File: config.mk
export PLATFORM = sky130hd
export DESIGN_NAME = flow_control_ras
export DESIGN_NICKNAME = d
export VERILOG_FILES = /design/src/rtl/flow_control_ras.sv
export SDC_FILE = /design/constraint.sdc
export NUM_CORES = 1
export LEC_CHECK = 0
export ABC_AREA = 1
export CORE_MARGIN = 10
export CORE_UTILIZATION = 55
export CTS_CLUSTER_DIAMETER = 60
export DETAILED_ROUTE_END_ITERATION = 10
export DONT_BUFFER_PORTS = 1
export GPL_TIMING_DRIVEN = 0
export PLACE_DENSITY = 0.7
export SYNTH_ARGS = -nofsm -noshare
export SYNTH_HDL_FRONTEND = slang
export SYNTH_SLANG_ARGS = --single-unit
File: constraint.sdc
create_clock -name clk -period 6.4 [get_ports clk]
set_clock_uncertainty 0.1 [all_clocks]
set_input_delay 0.96 -clock clk [delete_from_list [all_inputs] [get_ports clk]]
set_output_delay 0.96 -clock clk [all_outputs]
set_load 0.01 [all_outputs]
File: src/rtl/flow_control_ras.sv
// Next-fetch-address resolver with a return-address stack (RAS) for call/ret.
// Optional trap redirect on stack over/underflow: define FLOW_CONTROL_RAS_TRAP_EN.
module flow_control_ras #(
    parameter int                DATA_W   = 19,
    parameter int                ADDR_W   = 8,
    parameter int                DEPTH    = 8,
    parameter logic [ADDR_W-1:0] TRAP_VEC = {ADDR_W{1'b1}}
) (
    input  logic                       clk,
    input  logic                       rst_n,
    input  logic                       stall,
    input  logic                       flush,
    input  logic [DATA_W-1:0]          r1_data,
    input  logic [DATA_W-1:0]          r3_data,
    input  logic [ADDR_W-1:0]          addri,
    input  logic [ADDR_W-1:0]          pcp1,
    input  logic                       j,
    input  logic                       beq,
    input  logic                       bne,
    input  logic                       call,
    input  logic                       ret,
    output logic [ADDR_W-1:0]          addr_f,
    output logic                       redirect,
    output logic                       stack_full,
    output logic                       stack_empty,
    output logic                       stack_ovf,
    output logic                       stack_unf,
    output logic [$clog2(DEPTH):0]     depth_cnt
`ifdef FLOW_CONTROL_RAS_TRAP_EN
    ,
    output logic                       trap
`endif
);

    localparam int IW = $clog2(DEPTH);
    localparam int PW = IW + 1;

`ifdef FLOW_CONTROL_RAS_TRAP_EN
    localparam bit TRAP_EN = 1'b1;
`else
    localparam bit TRAP_EN = 1'b0;
`endif

    logic [ADDR_W-1:0] entries [DEPTH];
    logic [PW-1:0]     ptr;
    logic [IW-1:0]     top_idx;
    logic              full;
    logic              empty;
    logic              ops_equal;
    logic              ovf_hit;
    logic              unf_hit;
    logic              err_now;

    assign full      = (ptr == PW'(DEPTH));
    assign empty     = (ptr == '0);
    assign top_idx   = IW'(ptr - PW'(1));
    assign ops_equal = (r1_data == r3_data);

    // ret outranks call, so a simultaneous call never counts as an overflow
    assign ovf_hit = call & ~ret & full;
    assign unf_hit = ret & empty;
    assign err_now = (ovf_hit | unf_hit) & ~stall;

`ifdef FLOW_CONTROL_RAS_TRAP_EN
    assign trap = err_now;
`endif

    always_comb begin
        addr_f   = pcp1;
        redirect = 1'b0;
        if (ret) begin
            if (!empty) begin
                addr_f   = entries[top_idx];
                redirect = 1'b1;
            end
        end else if (call || j) begin
            addr_f   = addri;
            redirect = 1'b1;
        end else if (beq) begin
            if (ops_equal) begin
                addr_f   = addri;
                redirect = 1'b1;
            end
        end else if (bne) begin
            if (!ops_equal) begin
                addr_f   = addri;
                redirect = 1'b1;
            end
        end
        if (TRAP_EN && err_now) begin
            addr_f   = TRAP_VEC;
            redirect = 1'b1;
        end
    end

    // flush only rewinds the pointer; stale entries become unreachable
    always_ff @(posedge clk or negedge rst_n) begin
        if (!rst_n) begin
            ptr       <= '0;
            stack_ovf <= 1'b0;
            stack_unf <= 1'b0;
            for (int i = 0; i < DEPTH; i++) begin
                entries[i] <= '0;
            end
        end else if (!stall) begin
            if (flush) begin
                ptr <= '0;
            end else if (ret) begin
                if (empty) begin
                    stack_unf <= 1'b1;
                end else begin
                    ptr <= ptr - PW'(1);
                end
            end else if (call) begin
                if (full) begin
                    stack_ovf <= 1'b1;
                end else begin
                    entries[ptr[IW-1:0]] <= pcp1;
                    ptr                  <= ptr + PW'(1);
                end
            end
        end
    end

    assign stack_full  = full;
    assign stack_empty = empty;
    assign depth_cnt   = ptr;

endmodule

Word-level counts from Yosys, hierarchy flattened
Index checks and enable logic that the tools add are counted.

storage, ports and cells
  register bits after elaboration = 70
  input port bits = 63
  output and inout port bits = 17
  logic and storage cells = 59

cells by class
  bitwise logic cells = 6
  multiplexer cells = 25
  equality and inequality tests = 4
  add/sub/neg operators = 2
  order comparisons = 3
  reduce and logical (&&, ||, !) cells = 8

operators by type and width
  operator               count
  $mux W8                10
  $bwmux W64             1
  $bmux W8 S3            1
  $demux W8 S3           1
  $mux W4                5
  $eq A19 B19 Y1         1
  $reduce_and A5 Y1      2
  $ge A4 B4 Y1 const B   2
  $not A3 Y4             2
  $reduce_and A4 Y1      2
  $mux W1                7
  $ne A3 B3 Y1 const B   2
  $add A4 B1 Y4 const B  1
  $eq A4 B4 Y1 const B   1
  $logic_not A4 Y1       1
  $lt A4 B1 Y1 const B   1
  $not A1 Y1             4
  $sub A4 B1 Y4 const B  1
  $reduce_bool A3 Y1     1
  $logic_and A1 B1 Y1    1
  $logic_or A1 B1 Y1     1

Logic depth before layout (Yosys ltp)
  word-level depth = 7
  mapped depth = 14
  mapped depth without buffers = 13

Least setup slack after synthesis
OpenSTA, ideal clock, no wires.

  kind = flip-flop to output port
  from = register ptr[0] (netlist: depth_cnt[0])
  to = output port addr_f[6]
  path slack = 3304 ps
  path buffers = 3
  arrival time = 2036 ps
  stages on the path, launching flop included = 12
  required time = 5340 ps
  cells stage by stage = dfrtp_1 buf_4 inv_2 buf_2 ha_1 xor2_2 buf_6 o211ai_1 o211ai_1 o21ai_0 inv_1 nand2_1

on the way
  word-level cells in the longest chain between the ends = 7
  elaborated cells on any way between the ends = 8

RTL lines
  what                                         RTL line  RTL
  start: declaration                           45        logic [PW-1:0] ptr;
  start signal: assignment                     112       ptr <= ptr - PW'(1);
  start signal: assignment                     119       ptr <= ptr + PW'(1);
  $sub A4 B1 Y4                                n/a
  $not A3 Y4 (implied by the code)             73        addr_f = entries[top_idx];
  $bmux W8 S3                                  73
  $mux W8 (implied by the code) (2 in series)  73
  $mux W8 (*)                                  72        if (!empty) begin
  $mux W8 (*)                                  71        if (ret) begin
  end: declaration                             22        output logic [ADDR_W-1:0] addr_f,

Mark *: on every way between the ends. The rest lies on a longest branch, timed or not. The select of a mux whose other input is x is not followed.

Worst setup path after layout
  from = register ptr[0] (netlist: depth_cnt[0])
  to = output port addr_f[1]

Same word-level chain as after synthesis.

==> flow_summary.json <==
{
  "cts_hold_buf": 0,
  "slew_headroom": 0.6298,
  "place.gp.congestion": 0.9238,
  "holdCritPathClass": "input port to asynchronous set/reset pin",
  "drtIter0Drc": 222,
  "cts_sinks": 70,
  "r2r_cells": 14,
  "clock-root-buffer": "clkbuf_8",
  "status": "finished clean",
  "leakage_nw": 2.092,
  "drc": 0,
  "synth_nets": 597,
  "grt_pass1_vias": 3544,
  "cts_max_level": 3,
  "critPathKind": "flop to output pin",
  "drt-total-wl_microns": 11090,
  "vias_per_cell": 5.567,
  "min_period_ns": 4.074,
  "final_core_util": 0.6060,
  "fmax_ghz": 0.2455,
  "cts_tree": "yes",
  "finalCritPeriodShare": 0.6365,
  "async_flop_share": 1.000,
  "dp_cells": 631,
  "cp-end-kind": "output pin",
  "antenna_cells": 0,
  "clkTransAtPathRegs_ns": 0.07,
  "startpoint_type": "flop",
  "grt_busiest_layer": "met2",
  "synth_seq_cells": 70,
  "drt-pass1-iter-count": 5,
  "yosysSeqAreaShare": 0.4293,
  "dp_hpwl_microns": 8257,
  "ir_drop_v": 0.0002295,
  "max_cap_violations": 0,
  "die_w_microns": 106.1,
  "maxSlewViolCount": 0,
  "synth_edf_count": 0,
  "die_area_sq_um": 11260,
  "grtUsageTotal": 0.2009,
  "crit_fanout": 10,
  "final_cells": 647,
  "ant_nets": 0,
  "mostFrequentLayoutCells": "132 x nand2_1, 79 x o21ai_0, 72 x nor2_1, 70 x dfrtp_1, 47 x inv_1",
  "final_common_cell": "nand2_1",
  "grt_max_degree": 71,
  "io_pins": 80,
  "drive_gt1_frac": 0.1150,
  "netlist_instances": 532,
  "crit_arrival_ns": 3.01,
  "coreArea_sq_um": 7214,
  "avgSynthCellArea_sq_um": 7.669,
  "grt_use_met1": 0.2380,
  "power.density_nw_per_um2": 388.1,
  "start_util": 0.5656,
  "fin_tns_setup_ns": 0,
  "tightestPinTransition_ns": 0.5532,
  "holdWs_ns": 0.1937,
  "overflow": 0,
  "finalSetupViolCount": 0,
  "io_buffer_count": 0,
  "row_count": 31,
  "vias": 3602,
  "synth_area_sq_um": 4080,
  "die_y_microns": 106.1,
  "synth_ff_type": "dfrtp_1",
  "timing.rr.start": "depth_cnt[0]",
  "use_met2": 0.3556,
  "p_total_mw": 1.697,
  "cts_setup_buffers": 0,
  "cts_resized": 0,
  "grt_pass1_wl_microns": 18170,
  "clock_latency_ns": 0.35,
  "nets": 608,
  "syn2layout_area_growth_pct": 7.145,
  "use_met3": 0.05254,
  "cts_made_buffers": 9,
  "r2r_slack_ns": 3.87,
  "grt_setup_unrepaired": "false",
  "cp.required_ns": 5.34,
  "yosys_warnings": 0,
  "rr_endpoint": "depth_cnt[3]",
  "clock_path_buffers": 2,
  "yosysUniqueCellTypes": 32,
  "antenna_found_initial": 0,
  "hold_viol_final": 0,
  "wire_per_inst_microns": 17.14
}
## report_power, final
| part | leakage (nW) | total, mW | switching, mW | internal [mW] |
|---|---|---|---|---|
| registers | 0.938 | 0.663 | 0.0938 | 0.569 |
| logic | 1.07 | 0.720 | 0.458 | 0.262 |
| clock network | 0.0861 | 0.314 | 0.164 | 0.149 |
| total | 2.09 | 1.70 | 0.717 | 0.980 |
## synth_stat cells, types with 2 or more instances
library cell | number | share of area
o21ai_2 | 12 | 0.026
o22ai_1 | 11 | 0.017
o211ai_1 | 16 | 0.029
nand3_2 | 2 | 0.0049
dfrtp_1 | 70 | 0.43
buf_6 | 9 | 0.025
inv_2 | 3 | 0.0028
mux2i_1 | 8 | 0.020
o21ai_1 | 10 | 0.012
nand2_2 | 9 | 0.014
nand3_1 | 19 | 0.023
o21ai_0 | 79 | 0.097
inv_1 | 47 | 0.043
xnor2_1 | 7 | 0.015
nor2_1 | 72 | 0.066
clkbuf_1 | 5 | 0.0046
buf_2 | 4 | 0.0049
ha_1 | 2 | 0.0061
nand2_1 | 132 | 0.12
nor2_4 | 3 | 0.0083
## layout make-up
type / count / area, sq um
plain buffers: 20 / 161.4
clock buffers: 12 / 145.1
clock inverters: 4 / 22.52
fillers: 706 / 2843
inverters: 50 / 187.7
multi-input cells: 392 / 1979
flip-flops and latches: 70 / 1752
well taps: 99 / 123.9
## cell families (layout without fill, tap and decap cells)
family / Yosys count / count (layout) / share of synthesized area
compound gates: 133 / 133 / 0.1920
fa+ha+maj: 2 / 2 / 0.006132
mux: 8 / 8 / 0.01963
flops: 70 / 70 / 0.4293
xor+xnor: 9 / 9 / 0.02116
simple gates: 240 / 240 / 0.2462
buf+inv: 70 / 86 / 0.08556
## per-stage QoR
stage | cell area (sq um) | setup WS, ns
detailed placement | 4204 | 2.712
global placement | 4204 | 2.729
finish | 4372 | 2.326
floorplan | 4080 | 3.304
global route | 4372 | 2.045
CTS | 4372 | 2.305
## flip-flops by register name, summed over array words and instances, names as in the netlist
register,flops
depth_cnt,4
entries,64
stack_ovf,1
stack_unf,1
## how the worst max path moves through the flow
stage,startpoint,cells after the start,slack (ns),end
3_3_place_gp,depth_cnt[0],11,2.73,addr_f[7]
3_5_place_dp,depth_cnt[0],11,2.71,addr_f[7]
4_1_cts,depth_cnt[0],11,2.30,addr_f[7]
6_report,depth_cnt[0],11,2.33,addr_f[1]
5_1_grt,depth_cnt[0],11,2.04,addr_f[0]
2_1_floorplan,depth_cnt[0],11,3.30,addr_f[6]
## per-layer routing
| layer | vias to the layer above | wire length (microns) | part of all wire |
|---|---|---|---|
| met5 | - | 0 | 0 |
| met4 | 0 | 142 | 0.013 |
| met3 | 15 | 763 | 0.069 |
| met2 | 127 | 5789 | 0.52 |
| met1 | 1699 | 4393 | 0.40 |
| li1 | 1761 | - | - |
## critical path, cell delays in order, from the launching register on
cell and delay, ns:
dfrtp_1 0.43, buf_4 0.23, inv_2 0.12, buf_2 0.21, ha_1 0.43, clkbuf_1 0.38, o21ai_0 0.16, o22ai_1 0.27
o211ai_1 0.13, o21ai_0 0.12, inv_1 0.06, nand2_1 0.12
Note: power is estimated with default switching activity, not from simulation.
